===== config.mk =====
export PLATFORM = sky130hd
export DESIGN_NAME = mem_cs_wait
export DESIGN_NICKNAME = d
export VERILOG_FILES = /design/src/rtl/hc21_bus_pkg.sv /design/src/rtl/mem_region_dec.sv /design/src/rtl/mem_cs_wait.sv
export SDC_FILE = /design/constraint.sdc
export NUM_CORES = 1
export LEC_CHECK = 0
export CAP_MARGIN = 20
export CORE_UTILIZATION = 36
export DETAILED_ROUTE_END_ITERATION = 12
export PLACE_DENSITY_LB_ADDON = 0.05
export SLEW_MARGIN = 0
export SYNTH_ARGS = -nofsm -noshare
export SYNTH_HDL_FRONTEND = slang
export SYNTH_SLANG_ARGS = --single-unit

===== constraint.sdc =====
create_clock -name clk -period 2.3 [get_ports clk]
set_input_delay 0.46 -clock clk [delete_from_list [all_inputs] [get_ports clk]]
set_output_delay 0.46 -clock clk [all_outputs]
set_load 0.01 [all_outputs]

===== src/rtl/hc21_bus_pkg.sv =====
// Shared bus-decode types for the hc21 memory and I/O chip-select logic.
package hc21_bus_pkg;

    localparam int WS_W_DEF = 3;

    typedef enum logic [1:0] {
        REG_ROM = 2'd0,
        REG_RAM = 2'd1,
        REG_EXT = 2'd2
    } region_t;

    typedef enum logic [1:0] {
        ST_IDLE = 2'd0,
        ST_WAIT = 2'd1,
        ST_HOLD = 2'd2
    } state_t;

    typedef enum logic {
        DIR_RD = 1'b0,
        DIR_WR = 1'b1
    } dir_t;

endpackage


===== src/rtl/mem_region_dec.sv =====
// Combinational page-to-region decode with per-region wait-state count.
module mem_region_dec
    import hc21_bus_pkg::*;
#(
    parameter logic [6:0] ROM_PAGES = 7'd4,
    parameter logic [6:0] RAM_END   = 7'd68,
    parameter int         ROM_WS    = 2,
    parameter int         RAM_WS    = 0,
    parameter int         EXT_WS    = 3,
    parameter int         WS_W      = WS_W_DEF
) (
    input  logic [6:0]      i_paddr,
    output region_t         o_region,
    output logic [WS_W-1:0] o_ws_count
);

    always_comb begin
        o_region   = REG_EXT;
        o_ws_count = WS_W'(EXT_WS);
        if (i_paddr < ROM_PAGES) begin
            o_region   = REG_ROM;
            o_ws_count = WS_W'(ROM_WS);
        end else if (i_paddr < RAM_END) begin
            o_region   = REG_RAM;
            o_ws_count = WS_W'(RAM_WS);
        end
    end

endmodule


===== src/rtl/mem_cs_wait.sv =====
// Z80 memory chip-select / wait-state generator behind the MMU.
// Optional ROM write protection: define MEM_CS_WAIT_ROM_WP_EN.
//
// state   | meaning
// IDLE    | no cycle owned, waiting for a memory read/write start
// WAIT    | strobes asserted, wait_n low while counter runs down
// HOLD    | strobes asserted until mreq_n rises
module mem_cs_wait
    import hc21_bus_pkg::*;
#(
    parameter logic [6:0] ROM_PAGES = 7'd4,
    parameter logic [6:0] RAM_END   = 7'd68,
    parameter int         ROM_WS    = 2,
    parameter int         RAM_WS    = 0,
    parameter int         EXT_WS    = 3,
    parameter int         WS_W      = WS_W_DEF
) (
    input  logic       clk,
    input  logic       reset_n,
    input  logic       mreq_n,
    input  logic       rfsh_n,
    input  logic       rd_n,
    input  logic       wr_n,
    input  logic [6:0] paddr,
    output logic       rom_cs_n,
    output logic       ram_cs_n,
    output logic       ext_cs_n,
    output logic       mem_oe_n,
    output logic       mem_we_n,
    output logic       wait_n,
    output logic       busy
`ifdef MEM_CS_WAIT_ROM_WP_EN
    ,
    output logic       wp_fault
`endif
);

    region_t         w_region;
    logic [WS_W-1:0] w_ws;
    dir_t            w_dir;
    logic            w_start;
    region_t         w_sel_region;
    dir_t            w_sel_dir;
    logic            w_rom_en;
    logic            w_ram_en;
    logic            w_ext_en;
    logic            w_oe_en;
    logic            w_we_en;

    state_t          r_state;
    region_t         r_region;
    dir_t            r_dir;
    logic [WS_W-1:0] r_count;
    logic            r_rom_cs_n;
    logic            r_ram_cs_n;
    logic            r_ext_cs_n;
    logic            r_oe_n;
    logic            r_we_n;
    logic            r_wait_n;

    mem_region_dec #(
        .ROM_PAGES (ROM_PAGES),
        .RAM_END   (RAM_END),
        .ROM_WS    (ROM_WS),
        .RAM_WS    (RAM_WS),
        .EXT_WS    (EXT_WS),
        .WS_W      (WS_W)
    ) u_dec (
        .i_paddr    (paddr),
        .o_region   (w_region),
        .o_ws_count (w_ws)
    );

    // Refresh cycles also pull mreq_n low; rfsh_n keeps them out.
    assign w_start = !mreq_n && rfsh_n && (!rd_n || !wr_n);
    assign w_dir   = wr_n ? DIR_RD : DIR_WR;

`ifdef MEM_CS_WAIT_ROM_WP_EN
    logic w_wp_hit;
    logic r_wp_fault;
`endif

    // Strobe enables come from the live decode at start, then from the latched cycle.
    always_comb begin
        w_sel_region = (r_state == ST_IDLE) ? w_region : r_region;
        w_sel_dir    = (r_state == ST_IDLE) ? w_dir : r_dir;
        w_rom_en     = (w_sel_region == REG_ROM);
        w_ram_en     = (w_sel_region == REG_RAM);
        w_ext_en     = (w_sel_region == REG_EXT);
        w_oe_en      = (w_sel_dir == DIR_RD);
        w_we_en      = (w_sel_dir == DIR_WR);
`ifdef MEM_CS_WAIT_ROM_WP_EN
        w_wp_hit = w_rom_en && w_we_en;
        if (w_wp_hit) begin
            w_rom_en = 1'b0;
            w_we_en  = 1'b0;
        end
`endif
    end

    always_ff @(posedge clk or negedge reset_n) begin
        if (!reset_n) begin
            r_state    <= ST_IDLE;
            r_region   <= REG_ROM;
            r_dir      <= DIR_RD;
            r_count    <= '0;
            r_rom_cs_n <= 1'b1;
            r_ram_cs_n <= 1'b1;
            r_ext_cs_n <= 1'b1;
            r_oe_n     <= 1'b1;
            r_we_n     <= 1'b1;
            r_wait_n   <= 1'b1;
`ifdef MEM_CS_WAIT_ROM_WP_EN
            r_wp_fault <= 1'b0;
`endif
        end else begin
            case (r_state)
                ST_IDLE: begin
                    if (w_start) begin
                        r_region   <= w_region;
                        r_dir      <= w_dir;
                        r_count    <= w_ws;
                        r_rom_cs_n <= !w_rom_en;
                        r_ram_cs_n <= !w_ram_en;
                        r_ext_cs_n <= !w_ext_en;
                        r_oe_n     <= !w_oe_en;
                        r_we_n     <= !w_we_en;
`ifdef MEM_CS_WAIT_ROM_WP_EN
                        if (w_wp_hit) r_wp_fault <= 1'b1;
`endif
                        if (w_ws != '0) begin
                            r_state  <= ST_WAIT;
                            r_wait_n <= 1'b0;
                        end else begin
                            r_state  <= ST_HOLD;
                        end
                    end
                end
                ST_WAIT: begin
                    if (mreq_n) begin
                        r_state    <= ST_IDLE;
                        r_count    <= '0;
                        r_wait_n   <= 1'b1;
                        r_rom_cs_n <= 1'b1;
                        r_ram_cs_n <= 1'b1;
                        r_ext_cs_n <= 1'b1;
                        r_oe_n     <= 1'b1;
                        r_we_n     <= 1'b1;
                    end else if (r_count == WS_W'(1)) begin
                        r_state  <= ST_HOLD;
                        r_count  <= '0;
                        r_wait_n <= 1'b1;
                    end else begin
                        r_count <= r_count - WS_W'(1);
                    end
                end
                ST_HOLD: begin
                    if (mreq_n) begin
                        r_state    <= ST_IDLE;
                        r_rom_cs_n <= 1'b1;
                        r_ram_cs_n <= 1'b1;
                        r_ext_cs_n <= 1'b1;
                        r_oe_n     <= 1'b1;
                        r_we_n     <= 1'b1;
                    end
                end
                default: r_state <= ST_IDLE;
            endcase
        end
    end

    assign rom_cs_n = r_rom_cs_n;
    assign ram_cs_n = r_ram_cs_n;
    assign ext_cs_n = r_ext_cs_n;
    assign mem_oe_n = r_oe_n;
    assign mem_we_n = r_we_n;
    assign wait_n   = r_wait_n;
    assign busy     = (r_state != ST_IDLE);
`ifdef MEM_CS_WAIT_ROM_WP_EN
    assign wp_fault = r_wp_fault;
`endif

endmodule

=== After elaboration in Yosys (flattened, before gate mapping) ===
Index checks and enable logic that the tools add are counted.

* Register bits after elaboration: 14
* Input bits: 13
* Output and inout port bits: 7
* Word-level logic and storage cells: 78

* Add/sub/neg operators: 1
* Magnitude comparators: 2
* Equal/unequal tests: 10
* Muxes and demuxes: 33
* Reductions and logical operators: 22

{| class="wikitable"
|+ Operator list
! kind !! number
|-
| $mux 2 || 9
|-
| $mux 1 || 12
|-
| $mux 3 || 4
|-
| $pmux 1 s2 || 6
|-
| $logic_not 1->1 || 7
|-
| $lt 7x3->1 const B || 1
|-
| $lt 7x7->1 const B || 1
|-
| $pmux 2 s3 || 1
|-
| $pmux 3 s2 || 1
|-
| $reduce_and 3->1 || 2
|-
| $reduce_bool 2->1 || 3
|-
| $eq 2x1->1 const B || 2
|-
| $eq 2x2->1 const B || 2
|-
| $logic_not 2->1 || 2
|-
| $ne 2x1->1 const B || 2
|-
| $ne 2x2->1 const B || 2
|-
| $reduce_and 2->1 || 2
|-
| $reduce_and 4->1 || 1
|-
| $eq 3x1->1 const B || 1
|-
| $ne 3x3->1 const B || 1
|-
| $reduce_bool 3->1 || 1
|-
| $sub 3x1->3 const B || 1
|-
| $logic_and 1x1->1 || 2
|-
| $reduce_or 2->1 || 1
|-
| $logic_or 1x1->1 || 1
|}

=== Longest topological paths before layout ===
* Depth in word-level cells: 8
* Gate-level depth with buffers: 7

=== Modules after synthesis ===
Synthesis repeated with hierarchy kept, for this count alone.

* Cells, all modules: 85
* Area total of the unflattened synthesis: 873.3 µm²

{| class="wikitable"
|+ By module, submodules not included
! module !! times used !! cells each !! area an instance (µm²) !! sequential area each (µm²)
|-
| mem_cs_wait || 1 || 78 || 807.0 || 332.8
|-
| mem_region_dec || 1 || 7 || 66.3 || 0.0
|}

=== Worst setup path before layout ===
No wires, ideal clock.

* Path type: reg-to-reg
* From: reg r_state[0]
* To: reg r_count[0]
* Setup time: 125 ps
* Arrival: 1,428 ps
* Slack: 748 ps
* Cell stages (with the launch flop): 5
* Path buffers: 0
* Period minus slack after synthesis: 1,552 ps
* Path through: dfrtp_1 ha_1 nor2b_1 a31oi_1 mux2_2

* Longest elaborated chain between the ends: 3
* Elaborated cells on any way between the ends: 6

{| class="wikitable"
|+ RTL lines
! item !! RTL line !! source
|-
| from (decl) || mem_cs_wait.sv:50 || <nowiki>state_t r_state;</nowiki>
|-
| from (signal assigned) || mem_cs_wait.sv:103 || <nowiki>r_state <= ST_IDLE;</nowiki>
|-
| from (signal assigned) || mem_cs_wait.sv:132 || <nowiki>r_state <= ST_WAIT;</nowiki>
|-
| from (signal assigned) || mem_cs_wait.sv:135 || <nowiki>r_state <= ST_HOLD;</nowiki>
|-
| $eq 2x1->1 or $logic_not 2->1 (tied branches) || mem_cs_wait.sv:117 || <nowiki>case (r_state)</nowiki>
|-
| $reduce_bool 2->1 (no source line) or $ne 2x2->1 (tied branches) || n/a ||
|-
| $reduce_and 2->1 (no source line) || n/a ||
|-
| to (signal assigned) || mem_cs_wait.sv:122 || <nowiki>r_count <= w_ws;</nowiki>
|-
| to (signal assigned) || mem_cs_wait.sv:154 || <nowiki>r_count <= r_count - WS_W'(1);</nowiki>
|-
| to (decl) || mem_cs_wait.sv:53 || <nowiki>logic [WS_W-1:0] r_count;</nowiki>
|}

Parallel ways exist; a longest one is shown, timed or not.
A chain may end at the register's enable or synchronous reset.

=== Final worst setup path ===
* From: reg r_state[0]
* To: out busy

* Longest elaborated chain between the ends: 1

{| class="wikitable"
|+ RTL lines
! item !! RTL line !! source
|-
| $reduce_bool 2->1 || mem_cs_wait.sv:178 || <nowiki>assign busy = (r_state != ST_IDLE);</nowiki>
|-
| to (decl) || mem_cs_wait.sv:31 || <nowiki>output logic busy</nowiki>
|}

Every way passes these cells.

==> results.yml <==
power_and_ir_drop:
  peakVddDrop_v: 0.000565
  clock_power_share: 0.119
  swShare: 0.402
  p_per_area_nw_per_um2: 1170
  switchingPower_mw: 0.464
  internal_power_mw: 0.691
  power.share.sequential: 0.309
  fin_total_pwr_mw: 1.16
  comb_power_share: 0.572
  power.static_leakage_nw: 0.411
grt:
  first_global_vias: 619
  antenna_found_initial: 0
  met2_usage: 0.292
  grt_usage: 0.170
  met1_usage: 0.215
  busiest_layer: "met2"
  gr-total-overflow: 0
  grt_pass1_wl_mm: 2.64
  use_met3: 0.0340
  grt_max_degree: 12
timing:
  tns_ns: 0
  worstMarginPinSlew_ns: 0.527
  setup_viol: 0
  hold_viol_final: 0
  max_slew_margin: 0.648
  fin_crit_sh: 0.954
  slew_viol_final: 0
  worst_clock_skew_ns: 0.0148
  rsz0062_at_grt: "false"
  whs_ns: 0.509
  min_period_ns: 2.20
  clock.fmax_ghz: 0.456
layout:
  drive_gt1_frac: 0.135
  area_growth_pct: 30.8
  finalNetCount: 123
  final_common_cell: "clkdlybuf4s50_1"
  diodes: 0
  mostFrequentLayoutCells: "17 x clkdlybuf4s50_1, 8 x inv_1, 8 x a21oi_1, 7 x nand2_1, 6 x dfstp_2"
  post_layout_nonfiller_instances: 131
  fillers: 203
  final_cell_area_sq_um: 987
worst_setup_path:
  reg2reg_slack_ns: 0.40
  crit_required_ns: 1.84
  path_class: "reg -> out"
  crit-reg2reg-launch: "r_state[0]"
  worst_setup_path_start_kind: "flip-flop"
  cp-startpoint: "r_state[0]"
  arrival_ns: 1.74
  end_kind: "primary output"
  crit_fanout: 7
synth:
  synth_largest_area_cell: "dfstp_2"
  ys_seq_area_frac: 0.375
  yosys.area.top_type_share: 0.209
  ys_ff_latch: 11
  yosysUniqueCellTypes: 32
  syn_inst: 84
  synth.cell_area_sq_um: 754
  synth_fp_nets: 102
  syn_area_per_cell_sq_um: 8.98
  synth.area.top_cells: "dfstp_2 21%, dfrtp_1 17%, ha_1 8.3%, a21oi_1 5.3%, o22ai_1 4.1%"
  ys_warn_count: 0
detailed_routing:
  vias_per_cell: 5.21
  vias: 682
  routedWlPerCell_um: 12.7
  drc: 0
  finalWirelength_mm: 1.66
  antenna_left: 0
  first_pass_iters: 4
  drtIter0Drc: 13
status:
  outcome: "complete, no violations"
placement:
  port-buffer-count: 17
  place_area_sq_um: 961
  dp_hpwl_mm: 1.27
  dp.cells: 127
  place_congestion: 0.789
clock_tree:
  cts_buffers: 3
  insertion_delay_ns: 0.27
  clkSlewWorstSetupHoldPaths_ns: 0.09
  htreeDepth: 1
  cts_buffer_depth: 2
  cts_tree: "done"
  cts_resized: 0
  root_buffer: "clkbuf_4"
  post_cts_buffers: 0
  numClockSinks: 11
  ctsHoldBuffers: 0
hold_path:
  hp-class: "reg -> reg"
  min_from: "wait_n"
flow_run:
  maxCapViolations: 0
die:
  coreArea_sq_um: 1960
  dieArea_sq_um: 2280
  io_pins: 20
  rows: 16
  fp.dieH_um: 47.8
  start_util: 0.385
  die_x_um: 47.8
## synth_stat cells (all sizes together)
master and instances:
and2 1, xnor2 2, o21a 1, o21ai 4, o211ai 1, buf 1, nor4 1, a21oi 8
clkbuf 2, o32a 1, a22oi 1, dfrtp 5, nand2b 4, nor2b 3, a211o 1, o32ai 1
mux2i 1, mux2 1, nor2 5, a2bb2oi 1, o22ai 5, o21bai 2, inv 8, nand3 1
nand3b 1, ha 5, o31ai 1, or3 1, dfstp 6, a31oi 2, nand2 7
## worst max-delay path, cell delays in order (launching register included)
cell and delay, ns:
dfrtp_1 0.38, inv_1 0.08, ha_1 0.29, inv_1 0.16, clkdlybuf4s50_1 0.55
## registers in the layout, indices dropped and copies added (netlist names)
register and cells:
ext_cs_n 1, r_state 2, r_count 3, mem_oe_n 1, mem_we_n 1, wait_n 1, rom_cs_n 1, ram_cs_n 1
## logic make-up (layout without fill, tap and decap cells)
logic type,Yosys count,in the layout,share of synthesized area
adder cells (fa/ha/maj),5,5,0.0829
buffers and inverters,11,31,0.0564
flip-flops,11,11,0.375
AND/OR/NAND/NOR,24,24,0.189
AO/OA/AOI/OAI,29,29,0.245
XOR/XNOR,2,2,0.0232
multiplexers,2,2,0.0282
## per-stage QoR
stage	setup slack, ns	util
after floorplan	0.748	-
after global placement	0.284	0.490
after detailed placement	0.293	0.490
after CTS	0.0989	0.503
after global routing	0.0212	0.503
final	0.105	0.503
## area by class of cell
class | instances | area, sq um | share of cell area
Inverter | 8 | 30.0 | 0.0304
Multi-Input combinational cell | 62 | 429 | 0.435
Timing Repair Buffer | 19 | 185 | 0.188
Sequential cell | 11 | 283 | 0.286
Clock buffer | 4 | 26.3 | 0.0266
Tap cell | 27 | 33.8 | 0.0342
## power by group through the flow
stage                     registers (mW)  logic [mW]  clock network, mW
final                              0.357       0.661              0.137
after global routing               0.372       0.739              0.148
after CTS                          0.358       0.667              0.140
after detailed placement           0.362       0.664                  0
after global placement             0.360       0.663                  0
after floorplan                    0.373       0.411                  0
## final timing paths
kind | end | cells past startpoint
setup / recovery | busy | 4
setup reg to reg | r_count[0] | 6
max in group asynchronous | mem_oe_n | 1
hold reg to reg | wait_n | 2
min in group asynchronous | r_state[1] | 1
hold / removal | wait_n | 2
## routing by layer
| metal | vias to the layer above | wire length, um |
|---|---|---|
| met2 | 14 | 831 |
| li1 | 338 | - |
| met1 | 328 | 756 |
| met4 | 0 | 9 |
| met5 | - | 0 |
| met3 | 2 | 65 |
Power figures use the tool's default switching activity.
